<file path="src/rtl/lemming_dig_scheduler_pkg.sv">
// Shared types and helpers for the lemming dig scheduler.
// Holds the FSM state encoding and the round-robin picker.
package lemming_ctrl_pkg;

    typedef enum logic [1:0] {
        IDLE,
        GRANT,
        WAIT,
        DIGGING
    } dig_state_e;

    localparam int SPLAT_LIMIT_DEF = 20;
    localparam int MAX_N           = 16;

    typedef struct packed {
        logic       valid;
        logic [3:0] idx;
    } rr_pick_t;

    // First set bit of eligible at or after ptr, wrapping modulo n.
    function automatic rr_pick_t rr_pick(
        input logic [MAX_N-1:0] eligible,
        input logic [3:0]       ptr,
        input int               n
    );
        rr_pick_t r;
        int       idx;
        r = '0;
        for (int k = 0; k < MAX_N; k++) begin
            if (k < n && !r.valid) begin
                idx = (int'(ptr) + k) % n;
                if (eligible[idx]) begin
                    r.valid = 1'b1;
                    r.idx   = 4'(idx);
                end
            end
        end
        return r;
    endfunction

endpackage

</file>
<file path="src/rtl/lemming_dig_scheduler_if.sv">
// Bundle between the command decode, the walker FSMs and the scheduler.
// master drives requests and walker status; slave is the scheduler.
interface lemming_dig_scheduler_if #(
    parameter int N          = 4,
    parameter int DIG_BUDGET = 8
);
    logic [N-1:0]                       req;
    logic                               refill;
    logic [N-1:0]                       walking;
    logic [N-1:0]                       digging;
    logic [N-1:0]                       aaah;
    logic [N-1:0]                       dig;
    logic [$clog2(N)-1:0]               owner;
    logic                               busy;
    logic [$clog2(DIG_BUDGET+1)-1:0]    tokens;
    logic [N-1:0]                       splat;

    modport master (
        output req, refill, walking, digging, aaah,
        input  dig, owner, busy, tokens, splat
    );

    modport slave (
        input  req, refill, walking, digging, aaah,
        output dig, owner, busy, tokens, splat
    );
endinterface

</file>
<file path="src/rtl/lemming_dig_scheduler_fall_monitor.sv">
// Per-lemming fall timer with a sticky splat flag.
// A fall longer than SPLAT_LIMIT cycles marks the lemming dead.
module lemming_fall_monitor
    import lemming_ctrl_pkg::*;
#(
    parameter int SPLAT_LIMIT = SPLAT_LIMIT_DEF
) (
    input  logic clk,
    input  logic areset_n,
    input  logic aaah,
    output logic splat
);
    localparam int CW = $clog2(SPLAT_LIMIT + 2);
    localparam logic [CW-1:0] SAT = CW'(SPLAT_LIMIT + 1);
    localparam logic [CW-1:0] LIM = CW'(SPLAT_LIMIT);

    logic [CW-1:0] r_cnt;
    logic          r_splat;

    // Count while falling; on landing judge the fall and clear.
    always_ff @(posedge clk or negedge areset_n) begin
        if (!areset_n) begin
            r_cnt   <= '0;
            r_splat <= 1'b0;
        end else if (aaah) begin
            if (r_cnt != SAT) r_cnt <= r_cnt + CW'(1);
        end else begin
            if (r_cnt > LIM) r_splat <= 1'b1;
            r_cnt <= '0;
        end
    end

    assign splat = r_splat;
endmodule

</file>
<file path="src/rtl/lemming_dig_scheduler.sv">
// Round-robin shovel arbiter with a refillable token budget.
// Issues one-cycle dig pulses and tracks lemming splats.
module lemming_dig_scheduler
    import lemming_ctrl_pkg::*;
#(
    parameter int N           = 4,
    parameter int DIG_BUDGET  = 8,
    parameter int SPLAT_LIMIT = SPLAT_LIMIT_DEF
) (
    input  logic                    clk,
    input  logic                    areset_n,
    lemming_dig_scheduler_if.slave  io_bus
);
    localparam int OW = $clog2(N);
    localparam int TW = $clog2(DIG_BUDGET + 1);
    localparam logic [TW-1:0] BUDGET = TW'(DIG_BUDGET);

    dig_state_e  r_state, w_state_nxt;
    logic [OW-1:0] r_owner, w_owner_nxt;
    logic [OW-1:0] r_rr_ptr, w_ptr_nxt;
    logic [TW-1:0] r_tokens, w_tokens_nxt;
    logic [N-1:0]  w_splat, w_elig;
    rr_pick_t      w_pick;
    logic          w_grant, w_refund;

    assign w_elig = io_bus.req & io_bus.walking & ~w_splat;
    assign w_pick = rr_pick(16'(w_elig), 4'(r_rr_ptr), N);

    // Next-state, owner latch and round-robin pointer advance.
    always_comb begin
        w_state_nxt = r_state;
        w_owner_nxt = r_owner;
        w_ptr_nxt   = r_rr_ptr;
        w_grant     = 1'b0;
        w_refund    = 1'b0;
        unique case (r_state)
            IDLE: begin
                if (r_tokens != '0 && w_pick.valid) begin
                    w_grant     = 1'b1;
                    w_owner_nxt = OW'(w_pick.idx);
                    w_state_nxt = GRANT;
                end
            end
            GRANT: w_state_nxt = WAIT;
            WAIT: begin
                if (io_bus.digging[r_owner]) begin
                    w_state_nxt = DIGGING;
                end else begin
                    w_refund    = 1'b1;
                    w_state_nxt = IDLE;
                end
            end
            DIGGING: begin
                if (!io_bus.digging[r_owner]) begin
                    w_state_nxt = IDLE;
                    w_ptr_nxt   = (r_owner == OW'(N - 1)) ?
                                  '0 : r_owner + OW'(1);
                end
            end
            default: w_state_nxt = IDLE;
        endcase
    end

    // Token budget: refill wins, but a same-cycle grant still costs one.
    always_comb begin
        w_tokens_nxt = r_tokens;
        if (io_bus.refill) begin
            w_tokens_nxt = w_grant ? BUDGET - TW'(1) : BUDGET;
        end else if (w_grant) begin
            w_tokens_nxt = r_tokens - TW'(1);
        end else if (w_refund && r_tokens != BUDGET) begin
            w_tokens_nxt = r_tokens + TW'(1);
        end
    end

    // Scheduler state registers.
    always_ff @(posedge clk or negedge areset_n) begin
        if (!areset_n) begin
            r_state  <= IDLE;
            r_owner  <= '0;
            r_rr_ptr <= '0;
            r_tokens <= BUDGET;
        end else begin
            r_state  <= w_state_nxt;
            r_owner  <= w_owner_nxt;
            r_rr_ptr <= w_ptr_nxt;
            r_tokens <= w_tokens_nxt;
        end
    end

    for (genvar i = 0; i < N; i++) begin : g_fall
        lemming_fall_monitor #(
            .SPLAT_LIMIT(SPLAT_LIMIT)
        ) u_fall (
            .clk      (clk),
            .areset_n (areset_n),
            .aaah     (io_bus.aaah[i]),
            .splat    (w_splat[i])
        );
    end

    assign io_bus.dig    = (r_state == GRANT) ? (N'(1) << r_owner) : '0;
    assign io_bus.owner  = r_owner;
    assign io_bus.busy   = (r_state != IDLE);
    assign io_bus.tokens = r_tokens;
    assign io_bus.splat  = w_splat;
endmodule

</file>
<file path="src/flat_wrapper.sv">
// flat-port wrapper written by rule: the top's interface ports become plain ports
module lemming_dig_scheduler_flat import lemming_ctrl_pkg::*;
#(
    parameter int N           = 4,
    parameter int DIG_BUDGET  = 8,
    parameter int SPLAT_LIMIT = SPLAT_LIMIT_DEF
)
  (clk, areset_n, io_bus_req, io_bus_refill, io_bus_walking, io_bus_digging, io_bus_aaah, io_bus_dig, io_bus_owner, io_bus_busy, io_bus_tokens, io_bus_splat);
  lemming_dig_scheduler_if #(.N(N), .DIG_BUDGET(DIG_BUDGET)) io_bus_i ();
  input  logic clk;
  input  logic areset_n;
  input wire logic [$bits(io_bus_i.req)-1:0] io_bus_req;
  input wire logic [$bits(io_bus_i.refill)-1:0] io_bus_refill;
  input wire logic [$bits(io_bus_i.walking)-1:0] io_bus_walking;
  input wire logic [$bits(io_bus_i.digging)-1:0] io_bus_digging;
  input wire logic [$bits(io_bus_i.aaah)-1:0] io_bus_aaah;
  output wire logic [$bits(io_bus_i.dig)-1:0] io_bus_dig;
  output wire logic [$bits(io_bus_i.owner)-1:0] io_bus_owner;
  output wire logic [$bits(io_bus_i.busy)-1:0] io_bus_busy;
  output wire logic [$bits(io_bus_i.tokens)-1:0] io_bus_tokens;
  output wire logic [$bits(io_bus_i.splat)-1:0] io_bus_splat;
  assign io_bus_i.req = io_bus_req;
  assign io_bus_i.refill = io_bus_refill;
  assign io_bus_i.walking = io_bus_walking;
  assign io_bus_i.digging = io_bus_digging;
  assign io_bus_i.aaah = io_bus_aaah;
  assign io_bus_dig = io_bus_i.dig;
  assign io_bus_owner = io_bus_i.owner;
  assign io_bus_busy = io_bus_i.busy;
  assign io_bus_tokens = io_bus_i.tokens;
  assign io_bus_splat = io_bus_i.splat;
  lemming_dig_scheduler #(.N(N), .DIG_BUDGET(DIG_BUDGET), .SPLAT_LIMIT(SPLAT_LIMIT)) u_core (.clk(clk), .areset_n(areset_n), .io_bus(io_bus_i));
endmodule
</file>
<file path="config.mk">
export PLATFORM = sky130hd
export DESIGN_NAME = lemming_dig_scheduler_flat
export DESIGN_NICKNAME = d
export VERILOG_FILES = /design/src/rtl/lemming_dig_scheduler_pkg.sv /design/src/rtl/lemming_dig_scheduler_if.sv /design/src/rtl/lemming_dig_scheduler_fall_monitor.sv /design/src/rtl/lemming_dig_scheduler.sv /design/src/flat_wrapper.sv
export SDC_FILE = /design/constraint.sdc
export NUM_CORES = 1
export LEC_CHECK = 0
export ABC_AREA = 0
export BUFFER_PORTS_ARGS = -buffer_cell sky130_fd_sc_hd__buf_4
export CORE_MARGIN = 2
export CORE_UTILIZATION = 56
export DETAILED_ROUTE_END_ITERATION = 10
export PLACE_DENSITY = 0.79
export SYNTH_ARGS = -nofsm -noshare
export SYNTH_HDL_FRONTEND = slang
export SYNTH_SLANG_ARGS = --single-unit
export TNS_END_PERCENT = 100
</file>
<file path="constraint.sdc">
create_clock -name clk -period 3.15 [get_ports clk]
set_input_delay 0.1575 -clock clk [delete_from_list [all_inputs] [get_ports clk]]
set_output_delay 0.1575 -clock clk [all_outputs]
set_load 0.01 [all_outputs]
</file>
Word-level counts from Yosys, hierarchy flattened --
Index checks and enable logic that the tools add are counted.
Storage, ports and cells: bits in registers 34, logic and storage cells 116, output and inout port bits 15, input bits 19
Cells by class: $lt $le $gt $ge 9, equal/unequal tests 15, multiplexer cells 42, add/sub/neg operators 10, bitwise operators 11, shift-type cells 1, reduce and logical (&&, ||, !) cells 16
Operator list (number):
- 5-bit 2-to-1 mux | 15
- 5-bit by 1-bit adder with 5-bit output (second input constant) | 4
- 5-bit > comparator (second input constant) | 4
- 4-bit 2-to-1 mux | 5
- 5-bit != test (second input constant) | 4
- 3-bit by 6-bit < comparator with 1-bit output (second input constant) | 3
- 2-bit AND reduction | 7
- 1-bit 2-to-1 mux | 12
- 2-bit by 1-bit != test with 1-bit output (second input constant) | 5
- 1-bit binary-select mux with 3-bit select | 3
- 4-bit bitwise AND | 2
- 2-bit 2-to-1 mux | 4
- 2-bit one-hot mux with 4 select lines | 1
- 2-bit == test (second input constant) | 3
- 2-bit OR reduction | 3
- 2-bit by 5-bit < comparator with 1-bit output (second input constant) | 1
- 1-bit NOT | 5
- 2-bit by 1-bit adder with 2-bit output (second input constant) | 2
- 2-bit adder (second input constant) | 2
- 4-bit by 1-bit adder with 4-bit output (second input constant) | 1
- 1-bit binary-select mux with 2-bit select | 2
- 4-bit != test (second input constant) | 1
- 4-bit NOT | 1
- 4-bit nonzero test | 1
- other kinds (10) | 13

Logic depth before layout (Yosys ltp) --
Gate-level depths: netlist of run 1.
depth in word-level cells 17, gate-level depth with buffers 9, depth with buffers taken out 9

Cells and area by module --
Synthesis of run 1 repeated with hierarchy kept, for this count alone.
Second synthesis, totals: cell total of the unflattened synthesis 201, area, all modules 2113.3 um^2
Modules (own cells, without submodules):
- lemming_fall_monitor | cells an instance 29, times used 4, seq. area each 150.1 um^2, area an instance 326.6 um^2
- lemming_dig_scheduler | cells an instance 85, times used 1, seq. area each 251.5 um^2, area an instance 807.0 um^2

Least setup slack after synthesis of run 1 --
OpenSTA, ideal clock, no wires.
path type reg-to-reg, start point register u_core.g_fall[0].u_fall.r_splat, end point register u_core.r_tokens[3] (netlist: u_core.io_bus.tokens[3]), period minus slack after synthesis 2.448 ns, path buffers 0, required time 3.064 ns, arrival time 2.362 ns, cell stages (with the launch flop) 10, library setup time 0.086 ns, slack 0.702 ns, path through dfrtp_1 -> and3b_1 -> or4_4 -> nand2_1 -> inv_1 -> ha_1 -> a21oi_1 -> nand2_1 -> and4_2 -> o31ai_2
Between the ends: cells in the longest elaborated chain, start to end 14, elaborated cells between the ends (all ways) 27, classes of those cells mux: 23; bitwise: 2; reduce/logical: 2
Ends and longest elaborated chain:
- start: declaration | line lemming_dig_scheduler_fall_monitor.sv:18 | logic r_splat;
- start signal: assignment | line lemming_dig_scheduler_fall_monitor.sv:24 | r_splat <= 1'b0;
- start signal: assignment | line lemming_dig_scheduler_fall_monitor.sv:28 | if (r_cnt > LIM) r_splat <= 1'b1;
- 4-bit NOT * | line lemming_dig_scheduler.sv:26 | assign w_elig = io_bus.req & io_bus.walking & ~w_splat;
- 4-bit bitwise AND * | line lemming_dig_scheduler.sv:26
- 1-bit binary-select mux with 3-bit select | line lemming_dig_scheduler_pkg.sv:32 | if (eligible[idx]) begin
- 1-bit 2-to-1 mux (not written as such) (2 in a row) | line lemming_dig_scheduler_pkg.sv:32
- 5-bit 2-to-1 mux | line lemming_dig_scheduler_pkg.sv:32
- 5-bit 2-to-1 mux (2 in a row) | line lemming_dig_scheduler_pkg.sv:30 | if (k < n && !r.valid) begin
- 5-bit 2-to-1 mux * | line lemming_dig_scheduler_pkg.sv:30
- 1-bit logical AND * | line lemming_dig_scheduler.sv:38 | if (r_tokens != '0 && w_pick.valid) begin
- 1-bit 2-to-1 mux * | line lemming_dig_scheduler.sv:38
- 1-bit 2-to-1 mux * | line lemming_dig_scheduler.sv:36 | unique case (r_state)
- named net u_core.w_grant | line lemming_dig_scheduler.sv:24 | logic w_grant, w_refund;
- 4-bit 2-to-1 mux (on tied branches) | line lemming_dig_scheduler.sv:69, lemming_dig_scheduler.sv:68
- 4-bit 2-to-1 mux | line lemming_dig_scheduler.sv:67 | if (io_bus.refill) begin
- end signal: assignment | line lemming_dig_scheduler.sv:87 | r_tokens <= w_tokens_nxt;
- end: declaration | line lemming_dig_scheduler.sv:21 | logic [TW-1:0] r_tokens, w_tokens_nxt;
Mark *: on every way through the listed nets, which the timed path passes. The rest lies on a longest branch. The select of a mux whose other input is x is not followed. A chain may end at the register's enable or synchronous reset.

Worst setup path after layout of run 1 --
Ends and elaborated chain as after synthesis.

==> flow_summary.ini, run 1 <==
[routing]
viasPerCell = 5.29
wl_microns = 3800
wl_per_cell_microns = 13.2
ant_nets = 0
first_pass_iters = 4
drt_iter0_markers = 80
vias = 1519
drcViolationCount = 0

[global_routing]
met2_usage_pct = 33.5
grtUsageMet3_pct = 5.38
gr-usage-all-layers_pct = 20.8
grt_pass1_wl_microns = 6530
grt_overflow = 0
grt_max_degree = 35
met1_usage_pct = 25.3
top_usage_layer = met2
grt_pass1_vias = 1474
grt_antenna_before_repair = 0

[final_layout]
final_cell_mix = buf_4 (33), dfrtp_1 (33), inv_1 (21), ha_1 (18)
syn_to_final_growth_pct = 17.9
stdcell_area_sq_mm = 0.00243
antenna_cells = 0
fin_nets = 278
drive_above_1_share_pct = 20.1

[worst_setup_path]
critPathLaunchType = register
crit_type = register to register
worstSetupEndpointType = register
critPathArrivalTime_ns = 2.84
crit_required_ns = 3.36
rr_worst_depth = 9
critPathMaxFanout = 6

[yosys]
seq_area_frac_synth_pct = 41.3
async_flop_share_pct = 100
syn_avg_cell_area_sq_um = 10.2
synth-seq-cells = 34
yosysWarnings = 0
ys.flop_type = dfrtp_1
ys_types = 40
synth_area_sq_mm = 0.00206
synthCells = 203
synth_edf_count = 0
syn_nets = 241
synth_top_area_share_pct = 40.0
synthTopCellsByArea = dfrtp_1 (40%), ha_1 (11%), xnor2_1 (5.5%)
yosysTopAreaCell = dfrtp_1

[flow_run]
max_cap_viol_count = 0

[power_and_ir_drop]
p_int_mw = 0.969
netSwitchingPower_mw = 0.553
power_frac_seq_pct = 40.6
p_comb_share_pct = 38.6
switching_share_pct = 36.3
clockPowerShare_pct = 20.7
irDropWorstVdd_uv = 352
powerDensity_mw_per_mm2 = 625
power_mw = 1.52
p_leak_nw = 1.17

[placement]
place_area_sq_mm = 0.00234
numPortBuffers = 33
dp_hpwl_microns = 2860
place.gp.congestion = 0.817

[sta]
slew_viol_final = 0
hold_viol_final = 0
min_period_ns = 2.63
skew_ns = 0.00308
rsz0062_at_grt = false
setup_violations = 0
fin_setup_tns_ns = 0
max_freq_mhz = 380
relSlewSlack_pct = 68.5
tightest_slew_ns = 0.469
min_period_over_period_pct = 83.5

[clocking]
cts_buffers = 5
clock_path_buffers = 2
cts-root-buf = clkbuf_8
clock-sinks = 34
clock_latency_ns = 0.28
path_clk_slew_ns = 0.06
h-tree-depth = 2
cts_tree = built

[min_path]
hold_class = input port to register
hold_depth = 2

[floorplan]
fp-row-count = 22
die_height_microns = 64.7
die-width_microns = 64.7
core_area_sq_mm = 0.00361
dieArea_sq_mm = 0.00419
ios = 34
initial_utilization_pct = 57.3

[run_status]
outcome = finished clean
metrics by stage:
step / hold WS, ns / util [%] / std cells / setup slack [ns]
after floorplan: -0.138 / - / 203 / 0.702
after global placement: 0.132 / 65.0 / 280 / 0.591
after global routing: 0.126 / 67.5 / 287 / 0.228
after detailed placement: 0.134 / 65.0 / 280 / 0.529
after CTS: 0.114 / 67.5 / 287 / 0.518
final: 0.124 / 67.5 / 287 / 0.518
cells by family (layout without fill, tap and decap cells):
group / after synthesis / in the layout / synth area share [%]
flops: 34 / 34 / 41.3
simple gates: 67 / 67 / 19.3
buf+inv: 25 / 61 / 5.27
fa+ha+maj: 19 / 19 / 11.9
mux: 4 / 4 / 2.61
compound gates: 39 / 39 / 13.3
xor+xnor: 15 / 15 / 6.36
worst paths after layout:
| path | from | endpoint | slack (ns) |
|---|---|---|---|
| hold / removal | io_bus_aaah[1] | u_core.g_fall[1].u_fall.r_cnt[0]$_DFFE_PN0P_ | 0.12 |
| min in group asynchronous | areset_n | u_core.g_fall[1].u_fall.r_cnt[0]$_DFFE_PN0P_ | 0.35 |
| setup / recovery | u_core.g_fall[0].u_fall.splat$_DFFE_PN0P_ | u_core.io_bus.tokens[3]$_DFFE_PN1P_ | 0.52 |
| hold reg to reg | u_core.g_fall[3].u_fall.splat$_DFFE_PN0P_ | u_core.g_fall[3].u_fall.splat$_DFFE_PN0P_ | 0.51 |
| setup reg to reg | u_core.g_fall[0].u_fall.splat$_DFFE_PN0P_ | u_core.io_bus.tokens[3]$_DFFE_PN1P_ | 0.52 |
| max in group asynchronous | areset_n | u_core.io_bus.tokens[3]$_DFFE_PN1P_ | 2.46 |
registers in the layout, indices dropped and copies added, names as in the netlist:
| signal | cells |
|---|---|
| u_core.g_fall.u_fall.splat | 4 |
| u_core.g_fall.u_fall.r_cnt | 20 |
| u_core.r_rr_ptr | 2 |
| u_core.r_state | 2 |
| u_core.io_bus.owner | 2 |
| u_core.io_bus.tokens | 4 |
power groups by stage:
stage | registers (mW) | clock network, mW | logic [mW]
2_1_floorplan | 0.622 | 0 | 0.376
3_3_place_gp | 0.621 | 0 | 0.568
3_5_place_dp | 0.625 | 0 | 0.593
4_1_cts | 0.617 | 0.331 | 0.594
5_1_grt | 0.633 | 0.348 | 0.662
6_report | 0.618 | 0.315 | 0.588
critical path: stages (launching register included):
cell,delay [ns]
dfrtp_1,0.37
and3b_1,0.21
or4_4,0.56
nand2_1,0.19
inv_1,0.15
ha_1,0.35
a21oi_1,0.23
nand2_1,0.09
and4_2,0.24
o31ai_2,0.16
per-layer routing:
metal | part of all wire (%) | vias up
li1 | - | 770
met1 | 43 | 712
met2 | 51 | 31
met3 | 4.1 | 6
met4 | 1.6 | 0
met5 | 0 | -
synth_stat cells (all sizes together), types with 5 or more instances:
library cell,count
nand3,9
nor2b,5
nand2,10
and2,13
ha,18
inv,21
dfrtp,33
a21oi,13
nor2,6
nand2b,5
o21ai,7
xnor2,13
area by class of cell:
type / count / area (sq um)
clock buffer: 6 / 82.6
fill: 305 / 1170
inverter: 21 / 78.8
multi-input combinational: 144 / 1100
sequential: 34 / 852
tap: 48 / 60.1
timing repair buffer: 34 / 258
timing repair:
action / in CTS / in global routing
buffers inserted: 0 / 0
resized for setup: 0 / 0
endpoints found under the hold margin: 33 / 0
hold buffers: 1 / 0
Power figures use the tool's default switching activity.
==> inputs of run 2 (changes only) <==
clock period = 2.75 ns   (was 3.15 ns; I/O delays follow)
==> flow_summary.ini, run 2 (synthesized netlist as in run 1, its figures left out) <==
[run_status]
outcome = finished clean

[placement]
numPortBuffers = 33
place.gp.congestion = 0.807
dp_hpwl_microns = 2940

[clocking]
cts_buffers = 5
path_clk_slew_ns = 0.07
clock_latency_ns = 0.28
h-tree-depth = 2
cts-root-buf = clkbuf_8
cts_tree = built
cts_hold_buf = 1
clock-sinks = 34
clock_path_buffers = 2
cts_setup_buffers = 0
ctsResizeCount = 0

[global_routing]
gr-usage-all-layers_pct = 21.5
grt_overflow = 0
grt_pass1_vias = 1534
grt_max_degree = 35
grt_pass1_wl_microns = 6880
grt_antenna_before_repair = 0

[floorplan]
initial_utilization_pct = 57.3
ios = 34
fp-row-count = 22
die_height_microns = 64.7
die-width_microns = 64.7
dieArea_sq_mm = 0.00419
core_area_sq_mm = 0.00361

[worst_setup_path]
critPathArrivalTime_ns = 2.76
worstSetupEndpointType = register
cp_cell_sequence = and3b_1 -> or4_4 -> nand2_1 -> inv_1 -> ha_1 -> a21oi_1 -> nand2_1 -> and4_2 -> o31ai_2
cpMostUsedCell = nand2_1
crit_type = register to register
crit_required_ns = 2.95
critPathLaunchType = register
max_stage_delay_ns = 0.57
slowest_stage = or4_4
critPathMaxFanout = 5

[final_layout]
syn_to_final_growth_pct = 19.1
post-route-util_pct = 68.2
largest-register = u_core.g_fall.u_fall.r_cnt
drive_above_1_share_pct = 21.0
largest_register_ffs = 20
final_cell_mix = buf_4 (35), dfrtp_1 (33), inv_1 (21), ha_1 (18)
layout.cells.most_common = buf_4
fin_nets = 280
antenna_cells = 0

[routing]
viasPerCell = 5.27
ant_nets = 0
vias = 1533
wl_per_cell_microns = 13.6
drt_iter0_markers = 99
drcViolationCount = 0
wl_microns = 3950
first_pass_iters = 4

[min_path]
hold_class = input port to register

[sta]
tightest_slew_ns = 0.435
holdWs_ns = 0.0994
slew_viol_final = 0
max_freq_mhz = 391
min_period_ns = 2.56
skew_ns = 0.00695
fin_setup_tns_ns = 0
rsz0062_at_grt = false
min_period_over_period_pct = 93.1
setup_violations = 0
hold_viol_final = 0
relSlewSlack_pct = 71.0

[power_and_ir_drop]
p_leak_nw = 1.19
power_mw = 1.80
powerDensity_mw_per_mm2 = 731
irDropWorstVdd_uv = 438

[flow_run]
max_cap_viol_count = 0
## run 2: layout make-up
| cell class | count | area, sq um |
|---|---|---|
| inverters | 21 | 78.8 |
| flip-flops and latches | 34 | 852 |
| clock buffers | 7 | 86.3 |
| well taps | 48 | 60.1 |
| clock inverters | 1 | 5.00 |
| repair buffers | 36 | 273 |
| multi-input cells | 144 | 1100 |
| fillers | 294 | 1150 |
## run 2: per-stage QoR
step,instances,instance area [sq um],setup slack (ns)
after global routing,291,2460,0.0232
after detailed placement,282,2360,0.251
after floorplan,203,2060,0.302
after global placement,282,2360,0.325
final,291,2460,0.191
after CTS,291,2460,0.213
## run 2: path summary, 6_finish.rpt
check	startpoint	to	slack (ns)	cells after the start
setup / recovery	u_core.g_fall[0].u_fall.splat$_DFFE_PN0P_	u_core.io_bus.tokens[3]$_DFFE_PN1P_	0.19	9
hold / removal	io_bus_aaah[3]	u_core.g_fall[3].u_fall.r_cnt[0]$_DFFE_PN0P_	0.1	2
setup reg to reg	u_core.g_fall[0].u_fall.splat$_DFFE_PN0P_	u_core.io_bus.tokens[3]$_DFFE_PN1P_	0.19	9
hold reg to reg	u_core.g_fall[2].u_fall.splat$_DFFE_PN0P_	u_core.g_fall[2].u_fall.splat$_DFFE_PN0P_	0.51	1
max in group asynchronous	areset_n	u_core.io_bus.tokens[3]$_DFFE_PN1P_	2.06	2
min in group asynchronous	areset_n	u_core.g_fall[1].u_fall.r_cnt[2]$_DFFE_PN0P_	0.34	2
## run 2: per-layer routing
layer	global-route usage (%)	part of all wire [%]	up-vias
met5	0	0	-
met4	5.59	1.0	0
met3	6.42	3.7	4
met2	37.6	51	24
met1	25.7	44	731
li1	-	-	774
## run 2: power breakdown
part | total (mW) | switching [mW] | internal [mW] | leakage [nW]
logic | 0.705 | 0.363 | 0.342 | 0.694
clock network | 0.380 | 0.178 | 0.202 | 0.0482
registers | 0.711 | 0.117 | 0.594 | 0.446
total | 1.80 | 0.659 | 1.14 | 1.19
## run 2: critical path, delay by kind of cell (launching register included)
kind / cells / cell delay [ns]
adder cells (fa/ha/maj): 1 / 0.34
flip-flops: 1 / 0.37
buffers and inverters: 1 / 0.11
AND/OR/NAND/NOR: 5 / 1.22
AO/OA/AOI/OAI: 2 / 0.43
==> inputs of run 3 (changes only) <==
--- a/config.mk
+++ b/config.mk
@@ -6,10 +6,10 @@
 export NUM_CORES = 1
 export LEC_CHECK = 0
-export ABC_AREA = 0
+export ABC_AREA = 1
 export BUFFER_PORTS_ARGS = -buffer_cell sky130_fd_sc_hd__buf_4
 export CORE_MARGIN = 2
-export CORE_UTILIZATION = 56
+export CORE_UTILIZATION = 57
 export DETAILED_ROUTE_END_ITERATION = 10
-export PLACE_DENSITY = 0.79
+export PLACE_DENSITY = 0.8
 export SYNTH_ARGS = -nofsm -noshare
 export SYNTH_HDL_FRONTEND = slang
==> constraint.sdc (replaced) <==
create_clock -name clk -period 2.75 [get_ports clk]
set_input_delay 0.1375 -clock clk [delete_from_list [all_inputs] [get_ports clk]]
set_output_delay 0.1375 -clock clk [all_outputs]
set_load 0.05 [all_outputs]
==> flow_summary.ini, run 3 <==
[routing]
wl_microns = 4180
drcViolationCount = 0
wl_per_cell_microns = 11.3
drt_iter0_markers = 86
vias = 1918
viasPerCell = 5.17
first_pass_iters = 4
ant_nets = 0

[final_layout]
stdcell_count = 371
final_cell_mix = nand2_1 (58), inv_1 (47), nand3_1 (37), buf_4 (33), dfrtp_1 (32)
fin_nets = 360
post-route-util_pct = 70.3
largest-register = u_core.g_fall.u_fall.r_cnt
layout.cells.most_common = nand2_1
fill_cells = 320
drive_above_1_share_pct = 18.0
syn_to_final_growth_pct = 16.6
antenna_cells = 0
largest_register_ffs = 20

[power_and_ir_drop]
p_leak_nw = 1.37
switching_share_pct = 48.0
powerDensity_mw_per_mm2 = 896
netSwitchingPower_mw = 1.12
p_comb_share_pct = 53.5
irDropWorstVdd_uv = 396
power_frac_seq_pct = 30.0
power_mw = 2.34
p_int_mw = 1.22
clockPowerShare_pct = 16.5

[yosys]
yosysTopAreaCell = dfrtp_1
ys.flop_type = dfrtp_1
synthCells = 286
synthTopCellsByArea = dfrtp_1 (37%), ha_1 (10%), nand2_1 (9.7%)
seq_area_frac_synth_pct = 38.0
synth_edf_count = 0
synth_most_common_cell = nand2_1
synth_top_area_share_pct = 36.9
ys_types = 28
synth_common_cells = nand2_1 (58), inv_1 (47), nand3_1 (37), dfrtp_1 (33), o21ai_0 (21)
yosysWarnings = 0
synth_area_sq_mm = 0.00224
syn_avg_cell_area_sq_um = 7.83
async_flop_share_pct = 100
syn_nets = 324
synth-seq-cells = 34

[worst_setup_path]
critPathArrivalTime_ns = 2.66
crit_type = register to register
critPathLaunchType = register
worstSetupEndpointType = register
crit_required_ns = 2.97
critPathMaxFanout = 11
cp_cell_sequence = inv_2 -> nand2_1 -> nand2_2 -> nand3_2 -> nand2_2 -> nor2_4 -> nand2_4 -> nand2_8 -> inv_8 -> ha_1 -> a21oi_1 -> nand2_1 -> a21oi_1 -> o21ai_0 -> nand2_1 -> nand3_1 -> nand2_1 -> inv_1
max_stage_delay_ns = 0.47
cpMostUsedCell = nand2_1
slowest_stage = dfrtp_2

[clocking]
clock_latency_ns = 0.29
h-tree-depth = 2
cts_buffers = 5
cts-root-buf = clkbuf_8
clock-sinks = 34
path_clk_slew_ns = 0.07
cts_tree = built
clock_path_buffers = 2
cts_setup_buffers = 0

[sta]
fin_setup_tns_ns = 0
relSlewSlack_pct = 72.0
setup_violations = 0
tightest_slew_ns = 0.420
hold_viol_final = 0
min_period_over_period_pct = 88.4
min_period_ns = 2.43
rsz0062_at_grt = false
slew_viol_final = 0
max_freq_mhz = 411
skew_ns = 0.00330

[floorplan]
die-width_microns = 66.7
ios = 34
die_height_microns = 66.7
initial_utilization_pct = 60.3
dieArea_sq_mm = 0.00445
core_area_sq_mm = 0.00372
fp-row-count = 22

[global_routing]
grt_antenna_before_repair = 0
grtUsageMet3_pct = 5.07
top_usage_layer = met2
grt_max_degree = 35
met2_usage_pct = 37.5
grt_pass1_vias = 1803
gr-usage-all-layers_pct = 21.7
grt_pass1_wl_microns = 7400
grt_overflow = 0
met1_usage_pct = 26.4

[min_path]
hold_class = input port to register

[placement]
dp_cells = 362
numPortBuffers = 33
dp_hpwl_microns = 3290
place.gp.congestion = 0.863

[flow_run]
max_cap_viol_count = 0

[run_status]
outcome = finished clean
[run 3: layer usage]
metal  wire length, microns  share of wire, %
met5                      0                 0
met4                     70               1.7
met3                    182               4.4
met2                   2050                49
met1                   1880                45
[run 3: metrics by stage]
stage / instance area [sq um] / setup WS [ns] / hold slack (ns)
floorplan: 2240 / 0.412 / -0.158
global placement: 2510 / 0.382 / 0.111
detailed placement: 2510 / 0.232 / 0.106
CTS: 2610 / 0.223 / 0.0901
global route: 2610 / 0.0446 / 0.104
finish: 2610 / 0.319 / 0.0932
[run 3: cell families (layout without fill, tap and decap cells)]
family / count (synthesis) / in the layout / share of synthesized area, %
buffers and inverters: 55 / 92 / 10.6
xor gates and xnor gates: 7 / 7 / 2.74
and+or+nand+nor: 134 / 134 / 28.0
AOI/OAI and AO/OA: 37 / 37 / 9.67
adders and majority gates: 19 / 19 / 10.9
DFF: 34 / 34 / 38.0
[run 3: final cells by class]
cell class | instances | area, sq um | area share [%]
Inverter | 50 | 195 | 7.47
Timing Repair Buffer | 34 | 258 | 9.87
Multi-Input combinational cell | 197 | 1150 | 44.1
Clock inverter | 2 | 12.5 | 0.479
Sequential cell | 34 | 853 | 32.7
Clock buffer | 6 | 82.6 | 3.16
Tap cell | 48 | 60.1 | 2.30
[run 3: repair_timing]
action,4_1_cts,5_1_grt
hold endpoints to repair,33,0
hold buffers,1,0
endpoints found under the setup margin,0,1
gates resized for setup,0,1
[run 3: worst paths after layout]
kind,from,endpoint,slack (ns),depth (start not counted)
min in group asynchronous,areset_n,u_core.g_fall[3].u_fall.r_cnt[2]$_DFFE_PN0P_,0.32,2
worst min register to register,u_core.g_fall[3].u_fall.splat$_DFFE_PN0P_,u_core.g_fall[3].u_fall.splat$_DFFE_PN0P_,0.49,2
worst max register to register,u_core.r_rr_ptr[0]$_DFFE_PN0P_,u_core.io_bus.tokens[3]$_DFFE_PN1P_,0.32,18
worst min-delay path,io_bus_aaah[2],u_core.g_fall[2].u_fall.r_cnt[2]$_DFFE_PN0P_,0.09,3
max in group asynchronous,areset_n,u_core.io_bus.tokens[3]$_DFFE_PN1P_,2.09,2
worst max-delay path,u_core.r_rr_ptr[0]$_DFFE_PN0P_,u_core.io_bus.tokens[3]$_DFFE_PN1P_,0.32,18
[run 3: power by group through the flow]
| stage | Clock [mW] | Combinational, mW | Sequential (mW) |
|---|---|---|---|
| global route | 0.420 | 1.40 | 0.720 |
| detailed placement | 0 | 1.26 | 0.709 |
| CTS | 0.394 | 1.26 | 0.700 |
| floorplan | 0 | 0.880 | 0.808 |
| finish | 0.386 | 1.25 | 0.703 |
| global placement | 0 | 1.22 | 0.708 |
[run 3: critical path, delay by kind of cell (launching register included)]
kind	cells	cell delay, ns
buf+inv	3	0.19
fa+ha+maj	1	0.31
flops	1	0.47
compound gates	3	0.42
simple gates	11	0.97
